===== config.mk =====
export PLATFORM = sky130hd
export DESIGN_NAME = compare_sweep
export DESIGN_NICKNAME = d
export VERILOG_FILES = /design/src/rtl/compare_sweep.sv
export SDC_FILE = /design/constraint.sdc
export NUM_CORES = 1
export LEC_CHECK = 0
export BUFFER_PORTS_ARGS = -buffer_cell sky130_fd_sc_hd__buf_2
export CAP_MARGIN = 40
export CORE_ASPECT_RATIO = 0.6
export CORE_MARGIN = 5
export CORE_UTILIZATION = 30
export CTS_CLUSTER_SIZE = 20
export DETAILED_ROUTE_END_ITERATION = 8
export SYNTH_ARGS = -nofsm -noshare
export SYNTH_HDL_FRONTEND = slang
export SYNTH_SLANG_ARGS = --single-unit

===== constraint.sdc =====
create_clock -name clk -period 1.7 [get_ports clk]
set_clock_uncertainty 0.2 [all_clocks]
set_input_delay 0.085 -clock clk [delete_from_list [all_inputs] [get_ports clk]]
set_output_delay 0.085 -clock clk [all_outputs]
set_load 0.02 [all_outputs]

===== src/rtl/compare_sweep.sv =====
// Operand sweep sequencer for a W-bit greater_than comparator: walks {A,B} through
// every combination, samples F after SETTLE cycles and collects a result bitmap and count.
module compare_sweep #(
   parameter int W      = 2,
   parameter int SETTLE = 1
) (
   input  logic                      clk,
   input  logic                      rst,
   input  logic                      start,
   input  logic                      f_in,
   output logic [W-1:0]              a_out,
   output logic [W-1:0]              b_out,
   output logic                      busy,
   output logic                      done,
   output logic [(1<<(2*W))-1:0]     result,
   output logic [2*W:0]              gt_count
);

   // state    | meaning
   // ST_IDLE  | waiting for start; outputs hold last sweep
   // ST_DRIVE | driving operands, sampling f_in every SETTLE cycles
   // ST_DONE  | one-cycle completion pulse

   localparam int IW = 2 * W;
   localparam int N  = 1 << IW;
   localparam int SW = (SETTLE > 1) ? $clog2(SETTLE) : 1;

   typedef enum logic [1:0] {
      ST_IDLE,
      ST_DRIVE,
      ST_DONE
   } state_t;

   state_t         state, state_nxt;
   logic [IW-1:0]  idx;
   logic [SW-1:0]  settle_cnt;
   logic           sample;
   logic           last;

   assign sample = (state == ST_DRIVE) && (settle_cnt == SW'(SETTLE - 1));
   assign last   = (idx == IW'(N - 1));
   assign a_out  = idx[IW-1:W];
   assign b_out  = idx[W-1:0];

   always_ff @(posedge clk) begin
      if (rst) state <= ST_IDLE;
      else     state <= state_nxt;
   end

   always_comb begin
      state_nxt = state;
      busy      = 1'b0;
      done      = 1'b0;
      case (state)
         ST_IDLE: begin
            if (start) state_nxt = ST_DRIVE;
         end
         ST_DRIVE: begin
            busy = 1'b1;
            if (sample && last) state_nxt = ST_DONE;
         end
         ST_DONE: begin
            done      = 1'b1;
            state_nxt = ST_IDLE;
         end
         default: state_nxt = ST_IDLE;
      endcase
   end

   always_ff @(posedge clk) begin
      if (rst) begin
         idx        <= '0;
         settle_cnt <= '0;
         result     <= '0;
         gt_count   <= '0;
      end else begin
         case (state)
            ST_IDLE: begin
               if (start) begin
                  idx        <= '0;
                  settle_cnt <= '0;
                  result     <= '0;
                  gt_count   <= '0;
               end
            end
            ST_DRIVE: begin
               if (sample) begin
                  result[idx] <= f_in;
                  gt_count    <= gt_count + (IW + 1)'(f_in);
                  settle_cnt  <= '0;
                  // index is terminal at N-1 so operands hold after the sweep
                  if (!last) idx <= idx + IW'(1);
               end else begin
                  settle_cnt <= settle_cnt + SW'(1);
               end
            end
            default: ;
         endcase
      end
   end

endmodule

==> results of run 1 <==
## worst reg2reg max path: cells and delay by family (launching register included)
kind / cells / cell delay, ps
AO/OA/AOI/OAI: 3 / 380
adder cells (fa/ha/maj): 1 / 340
buffers and inverters: 2 / 230
flip-flops: 1 / 330
## timing repair
item                                    4_1_cts  5_1_grt
hold buffers                                  1        0
hold endpoints to repair                      1        0
gates resized for setup                       0        5
endpoints found under the setup margin        0        7
## registers in the layout, summed over array words and instances, names as in the netlist
name,count
idx,4
gt_count,5
settle_cnt,1
state,2
result,16
## kinds of logic (layout without fill, tap and decap cells)
| family | after synthesis | after routing | share of synthesized area (%) |
|---|---|---|---|
| AO/OA/AOI/OAI | 54 | 54 | 25.5 |
| XOR/XNOR | 3 | 3 | 1.86 |
| adder cells (fa/ha/maj) | 6 | 6 | 5.30 |
| buffers and inverters | 14 | 49 | 5.65 |
| flip-flops | 28 | 28 | 39.6 |
| multiplexers | 3 | 3 | 2.12 |
| AND/OR/NAND/NOR | 57 | 57 | 20.0 |
## final cells by class
class	instances	area, um^2
Fill cell	499	2840
Multi-Input combinational cell	123	783
Sequential cell	28	563
Timing Repair Buffer	42	243
Tap cell	63	78.8
Clock buffer	3	41.3
Inverter	4	15.0
## per-stage QoR
step           utilization, %  std cells
2_1_floorplan               -        165
3_3_place_gp             36.5        259
3_5_place_dp             36.5        259
4_1_cts                  37.6        263
5_1_grt                  37.8        263
6_report                 37.8        263
## final timing paths
| kind | to | cells past startpoint |
|---|---|---|
| max | result[12] | 6 |
| max reg2reg | result[12] | 6 |
| min | idx[1] | 2 |
| min reg2reg | result[1] | 2 |
## power breakdown
part | total, mW | switching [mW] | internal [mW]
Sequential | 0.672 | 0.00775 | 0.664
Combinational | 0.178 | 0.117 | 0.0609
Clock | 0.360 | 0.201 | 0.159
Total | 1.21 | 0.326 | 0.884
## synthesized netlist by cell type
cell,n
buf_6,3
a41oi_1,1
nand2b_1,2
a21o_4,1
nor2_1,8
a211oi_1,6
o21bai_1,1
nor3_1,4
clkbuf_1,3
buf_2,4
nand3_1,6
and3_1,2
a31oi_1,3
or2_2,2
dfxtp_1,28
a21oi_4,1
nand4_1,1
nand4b_1,2
nand2_1,23
xnor2_1,3
ha_1,6
nand2b_2,1
nor2b_1,3
inv_1,4
a21oi_1,23
o21ai_0,12
nand3b_1,1
o211ai_2,1
nand2b_4,1
o21ai_1,1
a2111oi_4,1
a21boi_0,1
o31ai_2,1
mux2i_1,3
and2_1,1
o21ba_2,1
## metal layers
| layer | vias to the layer above | global-route usage, % | share of wire, % |
|---|---|---|---|
| li1 | 656 | - | - |
| met1 | 593 | 18.7 | 56 |
| met2 | 29 | 16.1 | 38 |
| met3 | 2 | 3.64 | 5.7 |
| met4 | 0 | 2.56 | 0.53 |
| met5 | - | 0 | 0 |
==> results.sh, run 1 <==
export IMPL_synth_distinct_cells=36
export IMPL_diodes=0
export IMPL_final_hold_viol_count=0
export IMPL_final_cell_mix="30 x buf_2, 26 x dfxtp_1, 23 x nand2_1, 23 x a21oi_1"
export IMPL_post_cts_setup_buffer_count=0
export IMPL_grt_start_max_net_pins=24
export IMPL_end_kind="register"
export IMPL_worst_pin_slew_ps=447
export IMPL_die_area_mm2=0.00624
export IMPL_cp_max_fo=7
export IMPL_start_util_pct=31.0
export IMPL_die_h_um=63.2
export IMPL_area_growth_pct=21.7
export IMPL_slew_viol_final=0
export IMPL_syn_cell_area_mm2=0.00142
export IMPL_place_congestion=0.792
export IMPL_grt_setup_unrepaired="no"
export IMPL_drc=0
export IMPL_final_period_utilization_pct=94.2
export IMPL_io_buffers=30
export IMPL_cts_buffers=3
export IMPL_num_vias=1280
export IMPL_wirelength_um=3610
export IMPL_via_per_inst=4.87
export IMPL_fin_hold_ws_ps=51.5
export IMPL_drt_iter0_markers=71
export IMPL_rrSetupSlack_ps=100
export IMPL_synth_top_area_share_pct=39.6
export IMPL_worstHoldPathType="input pin to register"
export IMPL_setup_ws_ps=99.0
export IMPL_synth_area_per_cell_um2=8.58
export IMPL_root_buffer="clkbuf_8"
export IMPL_cp_arrival_ps=1550
export IMPL_track_usage_pct=12.1
export IMPL_totalNegativeSetupSlack_ps=0
export IMPL_peakVddDrop_mv=0.267
export IMPL_critical_path_top_delay_family="compound AO/OA/AOI/OAI gates"
export IMPL_relSlewSlack_pct=70.2
export IMPL_total_power_mw=1.21
export IMPL_leakage_nw=0.711
export IMPL_place_worst_setup_slack_ps=98.8
export IMPL_synth_area_leaders="dfxtp_1 40%, a21oi_1 8.1%, nand2_1 6.1%"
export IMPL_fmax_mhz=625
export IMPL_grt_pass1_vias=1210
export IMPL_place_detailed_hpwl_um=2690
export IMPL_layout_nets=212
export IMPL_cts_sinks=28
export IMPL_dr_pass1_iters=4
export IMPL_slowest_delay_ps=340
export IMPL_ioPinCount=31
export IMPL_wl_per_cell_um=13.7
export IMPL_placed_area_mm2=0.00166
export IMPL_cts_path_max_buffers=2
export IMPL_core_area_mm2=0.00456
export IMPL_seq_area_frac_synth_pct=39.6
export IMPL_grt_pass1_wl_um=6050
export IMPL_dieWidth_um=98.7
export IMPL_hold_start="rst"
export IMPL_final_common_cell="buf_2"
export IMPL_critical_path_slowest_cell="ha_1"
export IMPL_outcome="completed"
export IMPL_ys_seq_elements=28
export IMPL_required_ps=1650
export IMPL_critPathBufInv=2
export IMPL_yosysWarningCount=0
export IMPL_p_per_area_mw_per_mm2=702
export IMPL_startpoint="idx[0]"
export IMPL_crit_chain="buf_4 -> inv_1 -> ha_1 -> a31oi_1 -> o21ai_0 -> a21oi_1"
export IMPL_yosysTopAreaCell="dfxtp_1"
export IMPL_clk_latency_ps=270
export IMPL_syn_inst=165
export IMPL_grt_antenna_before_repair=0
export IMPL_gr_total_overflow=0
export IMPL_cts_tree="done"
export IMPL_rows=19
export IMPL_synth_fp_nets=175
export IMPL_htree_levels=1
export IMPL_fin_crit_ps=1600
export IMPL_ant_nets=0
export IMPL_setup_violations=0
export IMPL_critPathLaunchType="register"
export IMPL_cap_violations=0
export IMPL_crit_reg2reg_launch="idx[0]"
export IMPL_critPathKind="register to register"
export IMPL_path_clk_slew_ps=90
export IMPL_stdcell_area_mm2=0.00172
export IMPL_drive_above_1_share_pct=29.5
Note: power is estimated with default switching activity, not from simulation.
==> inputs of run 2 (changes only) <==
- RECOVER_POWER: unset -> 25
==> run 2 against run 1 <==
Effect of this change:
- setup slack got worse by 4.5 ps
- cell count did not move
- combinational power barely moved
- sequential share of layout area rose by 0.31 points
==> results.sh, run 2 (synthesis gave the netlist of run 1 again) <==
export IMPL_outcome="completed"
export IMPL_wirelength_um=3620
export IMPL_p_per_area_mw_per_mm2=710
export IMPL_ant_nets=0
export IMPL_final_hold_viol_count=0
export IMPL_die_h_um=63.2
export IMPL_final_cell_mix="26 x dfxtp_1, 23 x nand2_1, 23 x a21oi_1"
export IMPL_track_usage_pct=12.1
export IMPL_totalNegativeSetupSlack_ps=0
export IMPL_grt_pass1_wl_um=6050
export IMPL_place_detailed_hpwl_um=2690
export IMPL_rows=19
export IMPL_crit_chain="buf_4 -> inv_1 -> ha_1 -> a31oi_1 -> o21ai_0 -> a21oi_1"
export IMPL_top_layer="met4"
export IMPL_dr_pass1_iters=4
export IMPL_htree_levels=1
export IMPL_worstHoldPathType="input pin to register"
export IMPL_core_area_mm2=0.00456
export IMPL_grt_start_max_net_pins=24
export IMPL_num_vias=1291
export IMPL_fin_hold_ws_ps=50.6
export IMPL_io_buffers=30
export IMPL_drt_iter0_markers=52
export IMPL_root_buffer="clkbuf_8"
export IMPL_cts_path_max_buffers=2
export IMPL_die_area_mm2=0.00624
export IMPL_regMostFlops="result"
export IMPL_largest_reg_flops=16
export IMPL_wl_per_cell_um=13.8
export IMPL_cp_arrival_ps=1560
export IMPL_dieWidth_um=98.7
export IMPL_final_period_utilization_pct=94.4
export IMPL_grt_setup_unrepaired="no"
export IMPL_cp_max_fo=7
export IMPL_peakVddDrop_mv=0.267
export IMPL_relSlewSlack_pct=70.2
export IMPL_fin_cells=263
export IMPL_slew_viol_final=0
export IMPL_fin_crit_ps=1610
export IMPL_leakage_nw=0.654
export IMPL_critPathLaunchType="register"
export IMPL_start_util_pct=31.0
export IMPL_gr_total_overflow=0
export IMPL_setup_violations=0
export IMPL_clk_latency_ps=270
export IMPL_path_clk_slew_ps=90
export IMPL_worst_pin_slew_ps=447
export IMPL_cts_buffers=3
export IMPL_post_cts_setup_buffer_count=0
export IMPL_end_kind="register"
export IMPL_area_growth_pct=20.6
export IMPL_largest_registers="result: 16 flops, gt_count: 5 flops, idx: 4 flops"
export IMPL_layout_nets=212
export IMPL_cap_violations=0
export IMPL_drc=0
export IMPL_critical_path_slowest_cell="ha_1"
export IMPL_post_place_cells=259
export IMPL_met1_length_um=2060
export IMPL_required_ps=1650
export IMPL_fmax_mhz=623
export IMPL_ioPinCount=31
export IMPL_grt_antenna_before_repair=0
export IMPL_diodes=0
export IMPL_slowest_delay_ps=350
export IMPL_cts_tree="done"
export IMPL_critPathKind="register to register"
export IMPL_grt_pass1_vias=1210
export IMPL_via_per_inst=4.91
export IMPL_drive_above_1_share_pct=23.0
export IMPL_wl_met2_um=1370
export IMPL_met3_wirelength_um=170
export IMPL_place_congestion=0.792
export IMPL_cts_sinks=28
export IMPL_final_common_cell="dfxtp_1"
## run 2: final timing paths
kind | slack [ps] | to | startpoint | depth (start not counted)
max reg2reg | 90 | result[12] | idx[0] | 6
min reg2reg | 270 | result[1] | result[1] | 2
min | 50 | idx[1] | rst | 2
max | 90 | result[12] | idx[0] | 6
## run 2: layer usage
metal / vias to the layer above / global-route usage (%)
met5: - / 0
met4: 0 / 2.56
li1: 656 / -
met2: 29 / 16.1
met3: 2 / 3.64
met1: 604 / 18.7
## run 2: final cells by class
class                           instances  area (um^2)
Clock buffer                            3         41.3
Fill cell                             503         2860
Inverter                                4         15.0
Multi-Input combinational cell        123          783
Sequential cell                        28          563
Tap cell                               63         78.8
Timing Repair Buffer                   42          226
## run 2: power breakdown
part	switching [mW]	internal, mW
Combinational	0.118	0.0608
Sequential	0.00784	0.664
Clock	0.203	0.159
## run 2: metrics by stage
| stage | total power [mW] | setup WS, ps | cell area (um^2) | utilization (%) |
|---|---|---|---|---|
| finish | 1.21 | 94.5 | 1710 | 37.4 |
| global route | 1.27 | 9.45 | 1710 | 37.4 |
| CTS | 1.23 | 81.0 | 1720 | 37.6 |
| detailed placement | 0.861 | 98.8 | 1660 | 36.5 |
| global placement | 0.860 | 113 | 1660 | 36.5 |
| floorplan | 0.815 | 0.295 | 1420 | - |
## run 2: worst max-delay path: cells and delay by family (launching register included)
| family | cells | cell delay, ps |
|---|---|---|
| compound gates | 3 | 380 |
| fa+ha+maj | 1 | 350 |
| buf+inv | 2 | 230 |
| flops | 1 | 330 |
## run 2: what timing repair did
| item | in CTS | in global routing |
|---|---|---|
| endpoints found under the hold margin | 1 | 0 |
| gates resized for setup | 0 | 5 |
| hold buffers | 1 | 0 |
| setup endpoints to repair | 0 | 7 |
==> inputs of run 3 (changes only) <==
- BUFFER_PORTS_ARGS: -buffer_cell sky130_fd_sc_hd__buf_2 -> unset
- DONT_BUFFER_PORTS: unset -> 1
==> run 3 against run 2 <==
Effect of this change:
- sequential power increased by 0.7%
- first-iteration DRC count increased by 29%
- total power decreased by 0.18%
- via count decreased by 6.8%
- sequential share of layout area increased by 1.0 points
- final area decreased by 3.0%
- register-to-register slack about the same
- routed wire length increased by 1.1%
- sequential cell count unchanged
- global-route usage decreased by 0.20 points
- critical path type unchanged
==> results.sh, run 3 (synthesis gave the netlist of run 1 again) <==
export IMPL_place_congestion=0.826
export IMPL_post_place_cells=236
export IMPL_fmax_mhz=627
export IMPL_largest_reg_flops=16
export IMPL_leakage_nw=0.611
export IMPL_die_area_mm2=0.00624
export IMPL_grt_antenna_before_repair=0
export IMPL_cp_arrival_ps=1520
export IMPL_setup_violations=0
export IMPL_hold_path_depth=2
export IMPL_final_cell_mix="26 x dfxtp_1, 23 x nand2_1, 23 x a21oi_1"
export IMPL_required_ps=1620
export IMPL_crit_reg2reg_launch="idx[0]"
export IMPL_clk_latency_ps=270
export IMPL_ant_nets=0
export IMPL_stdcell_area_mm2=0.00166
export IMPL_r2r_end="idx[3]"
export IMPL_cap_violations=0
export IMPL_cts_sinks=28
export IMPL_cp_max_fo=6
export IMPL_htree_levels=1
export IMPL_reg2reg_depth=5
export IMPL_fin_hold_ws_ps=357
export IMPL_final_hold_viol_count=0
export IMPL_outcome="completed"
export IMPL_drc=0
export IMPL_final_util_pct=36.3
export IMPL_totalNegativeSetupSlack_ps=0
export IMPL_root_buffer="clkbuf_8"
export IMPL_wl_per_cell_um=15.1
export IMPL_track_usage_pct=11.9
export IMPL_diodes=0
export IMPL_fin_cells=242
export IMPL_met2_usage_pct=14.9
export IMPL_hold_start="state[0]"
export IMPL_relSlewSlack_pct=41.5
export IMPL_die_h_um=63.2
export IMPL_fin_crit_ps=1600
export IMPL_p_per_area_mw_per_mm2=731
export IMPL_worstHoldPathType="register to register"
export IMPL_fillers=482
export IMPL_grt_pass1_wl_um=5930
export IMPL_ioPinCount=31
export IMPL_drive_above_1_share_pct=19.6
export IMPL_worst_pin_slew_ps=878
export IMPL_area_growth_pct=17.0
export IMPL_via_per_inst=4.97
export IMPL_peakVddDrop_mv=0.432
export IMPL_grt_setup_unrepaired="no"
export IMPL_gr_total_overflow=0
export IMPL_rrSetupSlack_ps=100
export IMPL_critPathKind="register to register"
export IMPL_cts_buffers=3
export IMPL_grt_pass1_vias=1118
export IMPL_core_area_mm2=0.00456
export IMPL_use_met3_pct=5.84
export IMPL_final_common_cell="dfxtp_1"
export IMPL_wirelength_um=3660
export IMPL_io_buffers=0
export IMPL_final_period_utilization_pct=93.8
export IMPL_grtUsageMet1_pct=18.1
export IMPL_drt_iter0_markers=67
export IMPL_end_kind="register"
export IMPL_dieWidth_um=98.7
export IMPL_dr_pass1_iters=5
export IMPL_regMostFlops="result"
export IMPL_cts_path_max_buffers=2
export IMPL_path_clk_slew_ps=90
export IMPL_placed_area_mm2=0.00157
export IMPL_critPathLaunchType="register"
export IMPL_num_vias=1203
export IMPL_whs_endpoint="state[0]"
export IMPL_layout_nets=191
export IMPL_place_detailed_hpwl_um=2690
export IMPL_start_util_pct=31.0
export IMPL_cts_tree="done"
export IMPL_rows=19
export IMPL_slew_viol_final=0
export IMPL_largest_registers="result: 16 flops, gt_count: 5 flops, idx: 4 flops"
export IMPL_grt_busiest_layer="met1"
export IMPL_grt_start_max_net_pins=24
-- run 3: area by class of cell --
| type | count | area [um^2] | share of cell area (%) |
|---|---|---|---|
| Tap cell | 63 | 78.8 | 4.76 |
| Inverter | 4 | 15.0 | 0.906 |
| Sequential cell | 28 | 563 | 34.0 |
| Multi-Input combinational cell | 123 | 791 | 47.7 |
| Clock buffer | 3 | 41.3 | 2.49 |
| Timing Repair Buffer | 21 | 168 | 10.1 |
-- run 3: worst max path at each step --
stage          startpoint         end  depth (start not counted)
2_1_floorplan      idx[1]      idx[0]                          6
3_3_place_gp     state[0]      idx[2]                          4
3_5_place_dp     state[0]      idx[0]                          4
4_1_cts               rst  settle_cnt                          3
5_1_grt            idx[1]      idx[0]                          5
6_report           idx[0]      idx[3]                          5
-- run 3: power by group --
| part | total [mW] | internal (mW) | switching (mW) |
|---|---|---|---|
| Sequential | 0.677 | 0.664 | 0.0134 |
| Combinational | 0.173 | 0.0610 | 0.112 |
| Clock | 0.360 | 0.159 | 0.201 |
| Total | 1.21 | 0.884 | 0.326 |
-- run 3: worst max-delay path, stage by stage, from the launching register on --
cell and delay (ps):
dfxtp_2 360, ha_1 230, and3_1 220, and2_1 190, nor2_1 160, a211oi_1 90
-- run 3: layer usage --
layer / part of all wire [%] / routed length (um)
met1: 51 / 1870
met3: 11 / 400
met2: 38 / 1380
met5: 0 / 0
met4: 0.33 / 12
-- run 3: metrics by stage --
stage                     setup WS [ps]  total power [mW]
after floorplan                   0.295             0.815
after global placement              114             0.843
after detailed placement           51.1             0.844
after CTS                          11.6              1.22
after global routing               10.7              1.27
final                               105              1.21
-- run 3: what timing repair did --
action,in CTS,in global routing
endpoints found under the setup margin,0,22
hold endpoints to repair,27,0
gates resized for setup,0,5
buffers inserted,0,0
hold buffers,3,0
